### src/rtl/rf_pkg.sv
// rtl/rf_pkg.sv - shared constants and types for the register file arbiter
package rf_pkg;

  localparam int DATA_W   = 10;
  localparam int ADDR_W   = 2;
  localparam int NUM_REG  = 1 << ADDR_W;
  localparam int MAX_LOCK = 4;

  typedef struct packed {
    logic              wen;
    logic [ADDR_W-1:0] waddr;
    logic [DATA_W-1:0] wdata;
    logic              ren0;
    logic [ADDR_W-1:0] raddr0;
    logic              ren1;
    logic [ADDR_W-1:0] raddr1;
    logic              lock;
  } rf_req_t;

  typedef struct packed {
    logic              id;
    logic [DATA_W-1:0] data0;
    logic [DATA_W-1:0] data1;
  } rf_rsp_t;

  typedef enum logic {
    UNLOCKED = 1'b0,
    LOCKED   = 1'b1
  } lock_state_e;

endpackage

### src/rtl/rr_lock_arbiter.sv
// rtl/rr_lock_arbiter.sv - two-way round-robin grant with a bounded lock
// State advances on the falling clock edge, like the register file it serves.
module rr_lock_arbiter #(
  parameter int MAX_LOCK = rf_pkg::MAX_LOCK
) (
  input  logic       i_clk,
  input  logic       i_rst_n,
  input  logic [1:0] i_valid,
  input  logic [1:0] i_lock,
  output logic [1:0] o_grant
);
  import rf_pkg::*;

  localparam int CNT_W = $clog2(MAX_LOCK + 1);

  lock_state_e      r_state, w_next_state;
  logic             r_owner, w_next_owner;
  logic             r_last, w_next_last;
  logic [CNT_W-1:0] r_cnt, w_next_cnt;
  logic [1:0]       w_grant;
  logic             w_win;

  always_ff @(negedge i_clk or negedge i_rst_n) begin
    if (!i_rst_n) begin
      r_state <= UNLOCKED;
      r_owner <= 1'b0;
      r_last  <= 1'b1;
      r_cnt   <= '0;
    end else begin
      r_state <= w_next_state;
      r_owner <= w_next_owner;
      r_last  <= w_next_last;
      r_cnt   <= w_next_cnt;
    end
  end

  always_comb begin
    w_grant      = 2'b00;
    w_next_state = r_state;
    w_next_owner = r_owner;
    w_next_last  = r_last;
    w_next_cnt   = r_cnt;

    if (r_state == UNLOCKED) begin
      if (i_valid == 2'b11) w_grant = r_last ? 2'b01 : 2'b10;
      else                  w_grant = i_valid;
    end else if (i_valid[r_owner]) begin
      w_grant[r_owner] = 1'b1;
    end
    // No grant may escape while reset is held, even for a cycle.
    if (!i_rst_n) w_grant = 2'b00;

    w_win = w_grant[1];
    if (w_grant != 2'b00) begin
      w_next_last = w_win;
      if (r_state == UNLOCKED) begin
        if (i_lock[w_win] && MAX_LOCK > 1) begin
          w_next_state = LOCKED;
          w_next_owner = w_win;
          w_next_cnt   = CNT_W'(1);
        end
      end else if (!i_lock[w_win] || r_cnt == CNT_W'(MAX_LOCK - 1)) begin
        // The grant that brings the count to MAX_LOCK releases regardless of lock.
        w_next_state = UNLOCKED;
        w_next_cnt   = '0;
      end else begin
        w_next_cnt = r_cnt + CNT_W'(1);
      end
    end
  end

  assign o_grant = w_grant;

endmodule

### src/rtl/regfile_arbiter.sv
// rtl/regfile_arbiter.sv - shares one register file between two requesters
// Optional write-through of same-transaction read/write: RF_ARB_BYPASS_EN.
module regfile_arbiter #(
  parameter int DATA_W   = rf_pkg::DATA_W,
  parameter int ADDR_W   = rf_pkg::ADDR_W,
  parameter int MAX_LOCK = rf_pkg::MAX_LOCK
) (
  input  logic                CLKb,
  input  logic                RSTb,
  input  logic [1:0]          req_valid,
  output logic [1:0]          req_ready,
  input  logic [1:0]          req_lock,
  input  logic [1:0]          req_wen,
  input  logic [1:0]          req_ren0,
  input  logic [1:0]          req_ren1,
  input  logic [2*ADDR_W-1:0] req_waddr,
  input  logic [2*ADDR_W-1:0] req_raddr0,
  input  logic [2*ADDR_W-1:0] req_raddr1,
  input  logic [2*DATA_W-1:0] req_wdata,
  output logic [DATA_W-1:0]   rf_D,
  output logic                rf_ENW,
  output logic                rf_ENR0,
  output logic                rf_ENR1,
  output logic [ADDR_W-1:0]   rf_WRA,
  output logic [ADDR_W-1:0]   rf_RDA0,
  output logic [ADDR_W-1:0]   rf_RDA1,
  input  logic [DATA_W-1:0]   rf_Q0,
  input  logic [DATA_W-1:0]   rf_Q1,
  output logic                rsp_valid,
  output logic                rsp_id,
  output logic [DATA_W-1:0]   rsp_data0,
  output logic [DATA_W-1:0]   rsp_data1
);
  import rf_pkg::*;

  rf_req_t           w_req [2];
  rf_rsp_t           w_rsp;
  logic [1:0]        w_grant;
  logic              w_sel, w_xfer, w_rd;
  logic [DATA_W-1:0] w_data0, w_data1;
  logic              r_rsp_valid, r_rsp_id, r_ren0, r_ren1;

  always_comb begin
    for (int i = 0; i < 2; i++) begin
      w_req[i].wen    = req_wen[i];
      w_req[i].waddr  = req_waddr[i*ADDR_W +: ADDR_W];
      w_req[i].wdata  = req_wdata[i*DATA_W +: DATA_W];
      w_req[i].ren0   = req_ren0[i];
      w_req[i].raddr0 = req_raddr0[i*ADDR_W +: ADDR_W];
      w_req[i].ren1   = req_ren1[i];
      w_req[i].raddr1 = req_raddr1[i*ADDR_W +: ADDR_W];
      w_req[i].lock   = req_lock[i];
    end
  end

  rr_lock_arbiter #(.MAX_LOCK(MAX_LOCK)) u_arb (
    .i_clk   (CLKb),
    .i_rst_n (RSTb),
    .i_valid (req_valid),
    .i_lock  ({w_req[1].lock, w_req[0].lock}),
    .o_grant (w_grant)
  );

  assign req_ready = w_grant;
  assign w_sel     = w_grant[1];
  assign w_xfer    = |w_grant;

  assign rf_ENW  = w_xfer & w_req[w_sel].wen;
  assign rf_ENR0 = w_xfer & w_req[w_sel].ren0;
  assign rf_ENR1 = w_xfer & w_req[w_sel].ren1;
  assign rf_D    = w_xfer ? w_req[w_sel].wdata  : '0;
  assign rf_WRA  = w_xfer ? w_req[w_sel].waddr  : '0;
  assign rf_RDA0 = w_xfer ? w_req[w_sel].raddr0 : '0;
  assign rf_RDA1 = w_xfer ? w_req[w_sel].raddr1 : '0;
  assign w_rd    = rf_ENR0 | rf_ENR1;

  always_ff @(negedge CLKb or negedge RSTb) begin
    if (!RSTb) begin
      r_rsp_valid <= 1'b0;
      r_rsp_id    <= 1'b0;
      r_ren0      <= 1'b0;
      r_ren1      <= 1'b0;
    end else begin
      r_rsp_valid <= w_rd;
      r_ren0      <= rf_ENR0;
      r_ren1      <= rf_ENR1;
      if (w_rd) r_rsp_id <= w_sel;
    end
  end

`ifdef RF_ARB_BYPASS_EN
  logic              r_byp0, r_byp1;
  logic [DATA_W-1:0] r_byp_data0, r_byp_data1;

  always_ff @(negedge CLKb or negedge RSTb) begin
    if (!RSTb) begin
      r_byp0      <= 1'b0;
      r_byp1      <= 1'b0;
      r_byp_data0 <= '0;
      r_byp_data1 <= '0;
    end else begin
      r_byp0      <= rf_ENW & rf_ENR0 & (rf_WRA == rf_RDA0);
      r_byp1      <= rf_ENW & rf_ENR1 & (rf_WRA == rf_RDA1);
      r_byp_data0 <= rf_D;
      r_byp_data1 <= rf_D;
    end
  end

  assign w_data0 = r_byp0 ? r_byp_data0 : rf_Q0;
  assign w_data1 = r_byp1 ? r_byp_data1 : rf_Q1;
`else
  assign w_data0 = rf_Q0;
  assign w_data1 = rf_Q1;
`endif

  // The register file holds Q between reads, so a port not read last cycle is masked.
  assign w_rsp.id    = r_rsp_id;
  assign w_rsp.data0 = r_ren0 ? w_data0 : '0;
  assign w_rsp.data1 = r_ren1 ? w_data1 : '0;

  assign rsp_valid = r_rsp_valid;
  assign rsp_id    = w_rsp.id;
  assign rsp_data0 = w_rsp.data0;
  assign rsp_data1 = w_rsp.data1;

endmodule
### config.mk
export PLATFORM = sky130hd
export DESIGN_NAME = regfile_arbiter
export DESIGN_NICKNAME = d
export VERILOG_FILES = /design/src/rtl/rf_pkg.sv /design/src/rtl/rr_lock_arbiter.sv /design/src/rtl/regfile_arbiter.sv
export SDC_FILE = /design/constraint.sdc
export NUM_CORES = 1
export LEC_CHECK = 0
export CORE_ASPECT_RATIO = 2
export CORE_UTILIZATION = 28
export DETAILED_ROUTE_END_ITERATION = 10
export HOLD_SLACK_MARGIN = 0.1
export PLACE_DENSITY = 0.86
export SYNTH_ARGS = -nofsm -noshare
export SYNTH_HDL_FRONTEND = slang
export SYNTH_SLANG_ARGS = --single-unit
### constraint.sdc
create_clock -name CLKb -period 2.5 [get_ports CLKb]
set_input_delay 0.5 -clock CLKb [delete_from_list [all_inputs] [get_ports CLKb]]
set_output_delay 0.5 -clock CLKb [all_outputs]
set_load 0.03 [all_outputs]
# --- Yosys cells after proc, flatten, opt, wreduce, memory -nomap -nowiden ---
# Index checks and enable logic that the tools add are counted.
word_totals:
  reg_bits: 10
  inputBits: 64
  out_inout_bits: 43
  elab_cells: 55
op_classes:
  addsub: 1
  magnitude_cmp: 4
  n_eq_ne: 2
  mux: 26
  bitwise_logic: 6
  n_reduce_logical: 8
op_table:
  columns: ["op", "count"]
  rows:
  - ["$mux 20", 3]
  - ["$mux 10", 3]
  - ["$mux 2", 8]
  - ["$mux 3", 3]
  - ["$mux 1", 8]
  - ["$lt 1x2->1 const B", 2]
  - ["$reduce_bool 2->1", 2]
  - ["$add 3x1->3 const B", 1]
  - ["$and 1x1->1", 3]
  - ["$eq 3x2->1 const B", 1]
  - ["$reduce_and 3->1", 1]
  - ["$eq 2x2->1 const B", 1]
  - ["$ge 2x2->1 const B", 1]
  - ["$not 1->2", 1]
  - ["$reduce_and 2->1", 1]
  - ["$reduce_or 2->1", 1]
  - ["$demux 1 s1", 1]
  - ["$ge 1x1->1 const B", 1]
  - ["$logic_and 1x1->1", 1]
  - ["$logic_not 1->1", 1]
  - ["$logic_or 1x1->1", 1]
  - ["$not 1->1", 1]
  - ["$or 1x1->1", 1]

# --- Depth between registers and ports, before layout ---
# Gate-level depths: netlist (run 1).
depth:
  ltp_word: 13
  depth_mapped: 5
  ltp_nobuf: 4

# --- Hierarchy ---
# Synthesis (run 1) repeated with hierarchy kept, for this count alone.
hier_totals:
  hier_cells: 95
  hier_area_um2: 863.3
modules_own_cells:
  columns: ["mod", "instances", "cells_each", "area_each_um2", "seq_area_each_um2"]
  rows:
  - ["regfile_arbiter", 1, 55, 457.9, 100.1]
  - ["rr_lock_arbiter", 1, 40, 405.4, 151.4]

==> results of run 1 <==
[layer usage]
metal / track usage [%] / up-vias
li1: - / 611
met1: 24.9 / 600
met2: 53.6 / 102
met3: 4.44 / 17
met4: 13.9 / 0
met5: 0 / -
[critical path: cells and delay by family, from the launching register on]
kind	cells	cell delay (ns)
compound gates	3	0.55
buf+inv	2	0.30
flops	1	0.57
[Yosys cell counts, types with 2 or more instances]
cell type / instances
dfrtn_1: 9
o21ai_0: 4
ha_1: 2
nand2_1: 5
a21o_1: 2
inv_1: 5
a22o_1: 21
and2_1: 20
nor3b_4: 2
buf_6: 4
a32o_1: 2
[metrics by stage]
stage               setup WS, ns  hold WS (ns)
finish                    -0.980         0.447
global route               -1.03         0.465
CTS                        -1.00         0.442
detailed placement        -0.843         0.437
global placement          -0.789         0.433
floorplan                 -0.621         0.426
[final timing paths]
check	startpoint	to	slack, ns	cells past startpoint
setup reg to reg	u_arb.r_last$_DFFE_NN1P_	u_arb.r_cnt[0]$_DFFE_NN0P_	0.60	7
max in group asynchronous	RSTb	u_arb.r_last$_DFFE_NN1P_	0.84	2
min in group asynchronous	RSTb	u_arb.r_owner$_DFFE_NN0P_	1.37	2
setup / recovery	u_arb.r_last$_DFFE_NN1P_	rf_RDA1[1]	-0.98	5
hold / removal	u_arb.r_cnt[2]$_DFFE_NN0P_	u_arb.r_cnt[2]$_DFFE_NN0P_	0.45	1
hold reg to reg	u_arb.r_cnt[2]$_DFFE_NN0P_	u_arb.r_cnt[2]$_DFFE_NN0P_	0.45	1
[area by class of cell]
class | count | area, sq um
Multi-Input combinational cell | 70 | 753
Tap cell | 30 | 37.5
Fill cell | 159 | 414
Inverter | 4 | 15.0
Sequential cell | 10 | 251
Clock buffer | 4 | 55.1
Clock inverter | 1 | 3.75
Timing Repair Buffer | 137 | 1450
[power breakdown]
part / switching, mW / internal [mW]
clock: 0.0730 / 0.141
sequential: 0.0600 / 0.235
combinational: 0.604 / 0.719
total: 0.737 / 1.09
[sequential cells by signal, indices dropped and copies added, names as in the netlist]
| name | count |
|---|---|
| r_ren1 | 1 |
| rsp_valid | 1 |
| r_ren0 | 1 |
| rsp_id | 1 |
| u_arb.r_owner | 1 |
| u_arb.r_last | 1 |
| u_arb.r_state | 1 |
| u_arb.r_cnt | 3 |
[cells by family (layout without fill, tap and decap cells)]
family / count (synthesis) / count (layout) / synth area share (%)
buf+inv: 10 / 146 / 8.10
simple gates: 31 / 31 / 23.4
fa+ha+maj: 2 / 2 / 2.84
compound gates: 37 / 37 / 37.1
flops: 10 / 10 / 28.6
[what timing repair did]
action	in CTS	in global routing
pin swaps	5	7
setup endpoints to repair	53	51
buffers inserted	12	6
gates resized for setup	100	10
gates cloned	2	0
==> summary.md, run 1 <==
| Metric | Value |
|---|---|
| Top cell type's share of synthesized area | `25.6%` |
| Violated checks | `negative setup slack` |
| CP Cell Sequence | `a21o_1 > a21oi_4 > buf_12 > a22o_2 > buf_6` |
| Layout area overhead | `191%` |
| Commonest non-fill, non-tap cell in the layout | `clkdlybuf4s50_1` |
| Routed len/inst | `17.4 um` |
| Number of synthesized flops with an enable pin | `0` |
| Synthesized area | `881 sq um` |
| HPWL after detailed placement | `3080 um` |
| Vias in the first global route | `1497` |
| Worst-case clock skew | `0.0463 ns` |
| CTS tree | `built` |
| CP max stage cell | `dfstp_2` |
| Htree depth | `1` |
| Drt drc | `0` |
| Initial DRC Count | `13` |
| Vias per cell | `5.20` |
| Hold crit path type | `flop to flop` |
| Core footprint | `0.00298 sq mm` |
| Synthesized flop and latch total | `10` |
| Slew margin rel. | `84.9%` |
| Initial core utilization | `29.6%` |
| Outcome | `finished, violations left` |
| # rows | `28` |
| Post-route cell area | `0.00256 sq mm` |
| Worst-Margin Slew | `0.224 ns` |
| TritonCTS buffer count | `3` |
| DRT Wirelength | `4450 um` |
| Largest net degree at the start of global routing | `13` |
| RSZ-0062 raised after global routing | `yes` |
| Most frequent cells in the layout | `clkdlybuf4s50_1 (59), buf_6 (58), and2_4 (20)` |
| Critical setup path kind | `flop to primary output` |
| Die area | `0.00339 sq mm` |
| Final Power | `1.83 mW` |
| Synth Area per Inst | `9.79 sq um` |
| TNS Setup | `-28.46 ns` |
| Clk Tree Root Cell | `clkbuf_8` |
| Arrival @ worst endpoint | `2.98 ns` |
| Final Instance Count excl. Fillers | `256` |
| Yosys warnings | `0` |
| Setup WS post-layout | `-0.980 ns` |
| Initial antenna violation count | `0` |
| RePlAce Congestion | `0.819` |
| Crit path launch type | `flop` |
| Share of layout cells above drive strength 1 | `58.4%` |
| CP required | `2.00 ns` |
| Clock Latency Late Sink | `0.31 ns` |
| Register area share after synthesis | `28.6%` |
| Cell leakage power | `1.22 nW` |
| DRT antenna net count | `0` |
| Clk buf depth | `2` |
| Slew Limit Fails | `0` |
| Final Util | `86.1%` |
| Port bufs | `106` |
| Met3 wire length | `343 um` |
| PD cells | `715 mW/mm^2` |
| # clock sinks | `10` |
| Syn Inst Count | `90` |
| Met2 WL | `2500 um` |
| Die width | `41.7 um` |
| Layout net count | `293` |
| Vias | `1330` |
| Die Ht | `81.3 um` |
| Ys flop type | `dfrtn_1` |
| Global-route wire length before repair | `6970 um` |
| Critical path fanouts, max | `12` |
| Yosys cell types | `25` |
| Diode count | `0` |
| GR Util All Layers | `26.8%` |
| Highest routed layer | `met4` |
| Max stage delay on crit path | `0.57 ns` |
| Maximum VDD drop | `0.629 mV` |
| I/O pin count | `107` |
| Placed Area | `0.00206 sq mm` |
| Final Hold Fails | `0` |
| Ys async rst share | `100%` |
| # Max-Cap Violations | `0` |
| Setup violators final | `50` |
| Placed Cells | `232` |
| DRT met1 WL | `1430 um` |
| First-pass DRT Iterations | `4` |
| Largest area contributor in the netlist | `dfrtn_1` |
| Cts hold-fix bufs | `0` |
| Clk slew on worst S/H paths | `0.04 ns` |
| Post-synth net total | `156` |
| Worst Setup End Kind | `primary output` |
| GRT overflow | `0` |
| Synth top area cells | `dfrtn_1 (26%), a22o_1 (21%), and2_1 (14%)` |
Power figures use the tool's default switching activity.
==> run 2, diff against run 1 <==
--- a/config.mk
+++ b/config.mk
@@ -5,9 +5,12 @@
 export SDC_FILE = /design/constraint.sdc
 export NUM_CORES = 1
 export LEC_CHECK = 0
+export CAP_MARGIN = 40
 export CORE_ASPECT_RATIO = 2
 export CORE_UTILIZATION = 28
+export CTS_CLUSTER_DIAMETER = 30
 export DETAILED_ROUTE_END_ITERATION = 10
+export GPL_ROUTABILITY_DRIVEN = 0
 export HOLD_SLACK_MARGIN = 0.1
 export PLACE_DENSITY = 0.86
 export SYNTH_ARGS = -nofsm -noshare
==> results of run 2 <==
Same layout as run 1: the final DEF is identical, and so are final timing and power.
==> run 3, diff against run 2 <==
--- a/config.mk
+++ b/config.mk
@@ -7,12 +7,13 @@
 export LEC_CHECK = 0
 export CAP_MARGIN = 40
 export CORE_ASPECT_RATIO = 2
-export CORE_UTILIZATION = 28
+export CORE_MARGIN = 1.5
+export CORE_UTILIZATION = 26
 export CTS_CLUSTER_DIAMETER = 30
 export DETAILED_ROUTE_END_ITERATION = 10
 export GPL_ROUTABILITY_DRIVEN = 0
 export HOLD_SLACK_MARGIN = 0.1
-export PLACE_DENSITY = 0.86
+export PLACE_DENSITY = 0.81
 export SYNTH_ARGS = -nofsm -noshare
 export SYNTH_HDL_FRONTEND = slang
 export SYNTH_SLANG_ARGS = --single-unit
==> constraint.sdc (replaced) <==
create_clock -name CLKb -period 3.86 [get_ports CLKb]
set_input_delay 0.772 -clock CLKb [delete_from_list [all_inputs] [get_ports CLKb]]
set_output_delay 0.772 -clock CLKb [all_outputs]
set_load 0.03 [all_outputs]
==> summary.md, run 3 (synthesized netlist as in run 1, its figures left out) <==
| Metric | Value |
|---|---|
| Hold crit path type | `flop to flop` |
| Most frequent cells in the layout | `clkdlybuf4s50_1 (60), buf_6 (44), buf_4 (20)` |
| Post-route cell area | `0.00237 sq mm` |
| # Max-Cap Violations | `0` |
| Final Power | `1.07 mW` |
| RSZ-0062 raised after global routing | `yes` |
| Die Ht | `85.3 um` |
| Maximum VDD drop | `0.415 mV` |
| Worst flop-to-flop path startpoint | `u_arb.r_last$_DFFE_NN1P_` |
| Final Hold Fails | `0` |
| Layout area overhead | `170%` |
| Hold Path Depth | `1` |
| Arrival @ worst endpoint | `3.69 ns` |
| Largest net degree at the start of global routing | `11` |
| Slew Limit Fails | `0` |
| Worst-Margin Slew | `0.327 ns` |
| Cts hold-fix bufs | `0` |
| Max reg flops | `3` |
| Vias per cell | `5.16` |
| Critical setup path kind | `flop to primary output` |
| Outcome | `finished, violations left` |
| Worst Setup End Kind | `primary output` |
| R2R setup slack | `2.04 ns` |
| Placed Area | `0.00206 sq mm` |
| TritonCTS buffer count | `3` |
| Top reg by flops | `u_arb.r_cnt` |
| CP required | `3.09 ns` |
| Clock Latency Late Sink | `0.30 ns` |
| R2r worst-path depth | `8` |
| Initial antenna violation count | `0` |
| HPWL after detailed placement | `3070 um` |
| Htree depth | `1` |
| Worst r2r dst | `u_arb.r_owner$_DFFE_NN0P_` |
| Vias | `1289` |
| Setup violators final | `22` |
| Initial core utilization | `27.6%` |
| Diode count | `0` |
| Commonest non-fill, non-tap cell in the layout | `clkdlybuf4s50_1` |
| Violated checks | `negative setup slack` |
| Share of layout cells above drive strength 1 | `48.9%` |
| DRT Wirelength | `4090 um` |
| Routed len/inst | `16.3 um` |
| Setup WS post-layout | `-0.603 ns` |
| Worst min-delay path endpoint | `rsp_id$_DFFE_NN0P_` |
| Clk Tree Root Cell | `clkbuf_8` |
| Worst-case clock skew | `0.0427 ns` |
| Critical path fanouts, max | `7` |
| Vias in the first global route | `1392` |
| Clk buf depth | `2` |
| GR Util All Layers | `22.5%` |
| Initial DRC Count | `13` |
| Cell leakage power | `1.15 nW` |
| Beginning of the worst hold path | `rsp_id$_DFFE_NN0P_` |
| # clock sinks | `10` |
| Port bufs | `106` |
| GRT overflow | `0` |
| Global-route wire length before repair | `6350 um` |
| DRT antenna net count | `0` |
| PD cells | `452 mW/mm^2` |
| Die area | `0.00377 sq mm` |
| # rows | `29` |
| Crit path launch type | `flop` |
| CTS tree | `built` |
| Drt drc | `0` |
| Die width | `44.2 um` |
| Slew margin rel. | `78.2%` |
| First-pass DRT Iterations | `4` |
| Clk slew on worst S/H paths | `0.04 ns` |
| I/O pin count | `107` |
| Core footprint | `0.00319 sq mm` |
| Layout net count | `286` |
==> run 3: cell count changes in the layout (fill, tap and decap cells not counted), moves of 2 or more <==
cell	change
buf_8	-3
a22o_4	+2
buf_4	+7
a22o_2	-2
clkbuf_2	+2
buf_6	-14
and2_4	-13
and2_1	+13
==> run 3: power by group <==
group | switching [mW] | leakage [nW] | internal, mW | total, mW
combinational | 0.361 | 0.996 | 0.405 | 0.766
clock | 0.0441 | 0.0285 | 0.0712 | 0.115
sequential | 0.0408 | 0.124 | 0.152 | 0.193
==> run 3: cell type report <==
type,count,area (sq um)
flip-flops and latches,10,251
inverters,4,15.0
well taps,31,38.8
clock inverters,2,7.51
clock buffers,3,41.3
fillers,237,818
multi-input cells,70,716
repair buffers,130,1310
==> run 3: routing by layer <==
metal,part of all wire (%),track usage [%]
met2,59,45.5
met5,0,0
met1,28,19.3
met4,1.2,6.61
met3,11,6.60
==> run 3: how the worst max path moves through the flow <==
stage	from	end	slack, ns
after floorplan	u_arb.r_last$_DFFE_NN1P_	rf_D[4]	-0.21
after global placement	u_arb.r_last$_DFFE_NN1P_	rf_D[3]	-0.38
after detailed placement	u_arb.r_last$_DFFE_NN1P_	rf_RDA1[1]	-0.44
after CTS	u_arb.r_last$_DFFE_NN1P_	rf_ENR0	-0.60
after global routing	u_arb.r_last$_DFFE_NN1P_	rf_WRA[1]	-0.65
final	u_arb.r_last$_DFFE_NN1P_	rf_RDA1[1]	-0.60
==> run 3: per-stage QoR <==
step / hold WS [ns] / std cells / setup slack (ns) / utilization, % / setup TNS, ns
finish: 0.439 / 250 / -0.603 / 74.4 / -12.08
global placement: 0.427 / 236 / -0.382 / 64.4 / -9.80
floorplan: 0.426 / 90 / -0.214 / - / -3.68
CTS: 0.442 / 247 / -0.600 / 71.3 / -12.05
global route: 0.467 / 250 / -0.646 / 74.4 / -13.35
detailed placement: 0.447 / 236 / -0.439 / 64.4 / -10.74
==> run 3: worst max-delay path: stages (launching register included) <==
cell     delay [ns]
dfstp_2        0.56
buf_6          0.10
a21o_1         0.14
a21oi_4        0.11
buf_6          0.14
a22o_2         0.26
buf_6          0.14
==> run 3: timing repair <==
action                     4_1_cts  5_1_grt
gates resized for setup         41       33
buffers inserted                 6        3
pin swaps                       11        6
hold endpoints to repair         0        0
setup endpoints to repair       29       32
gates cloned                     2        0
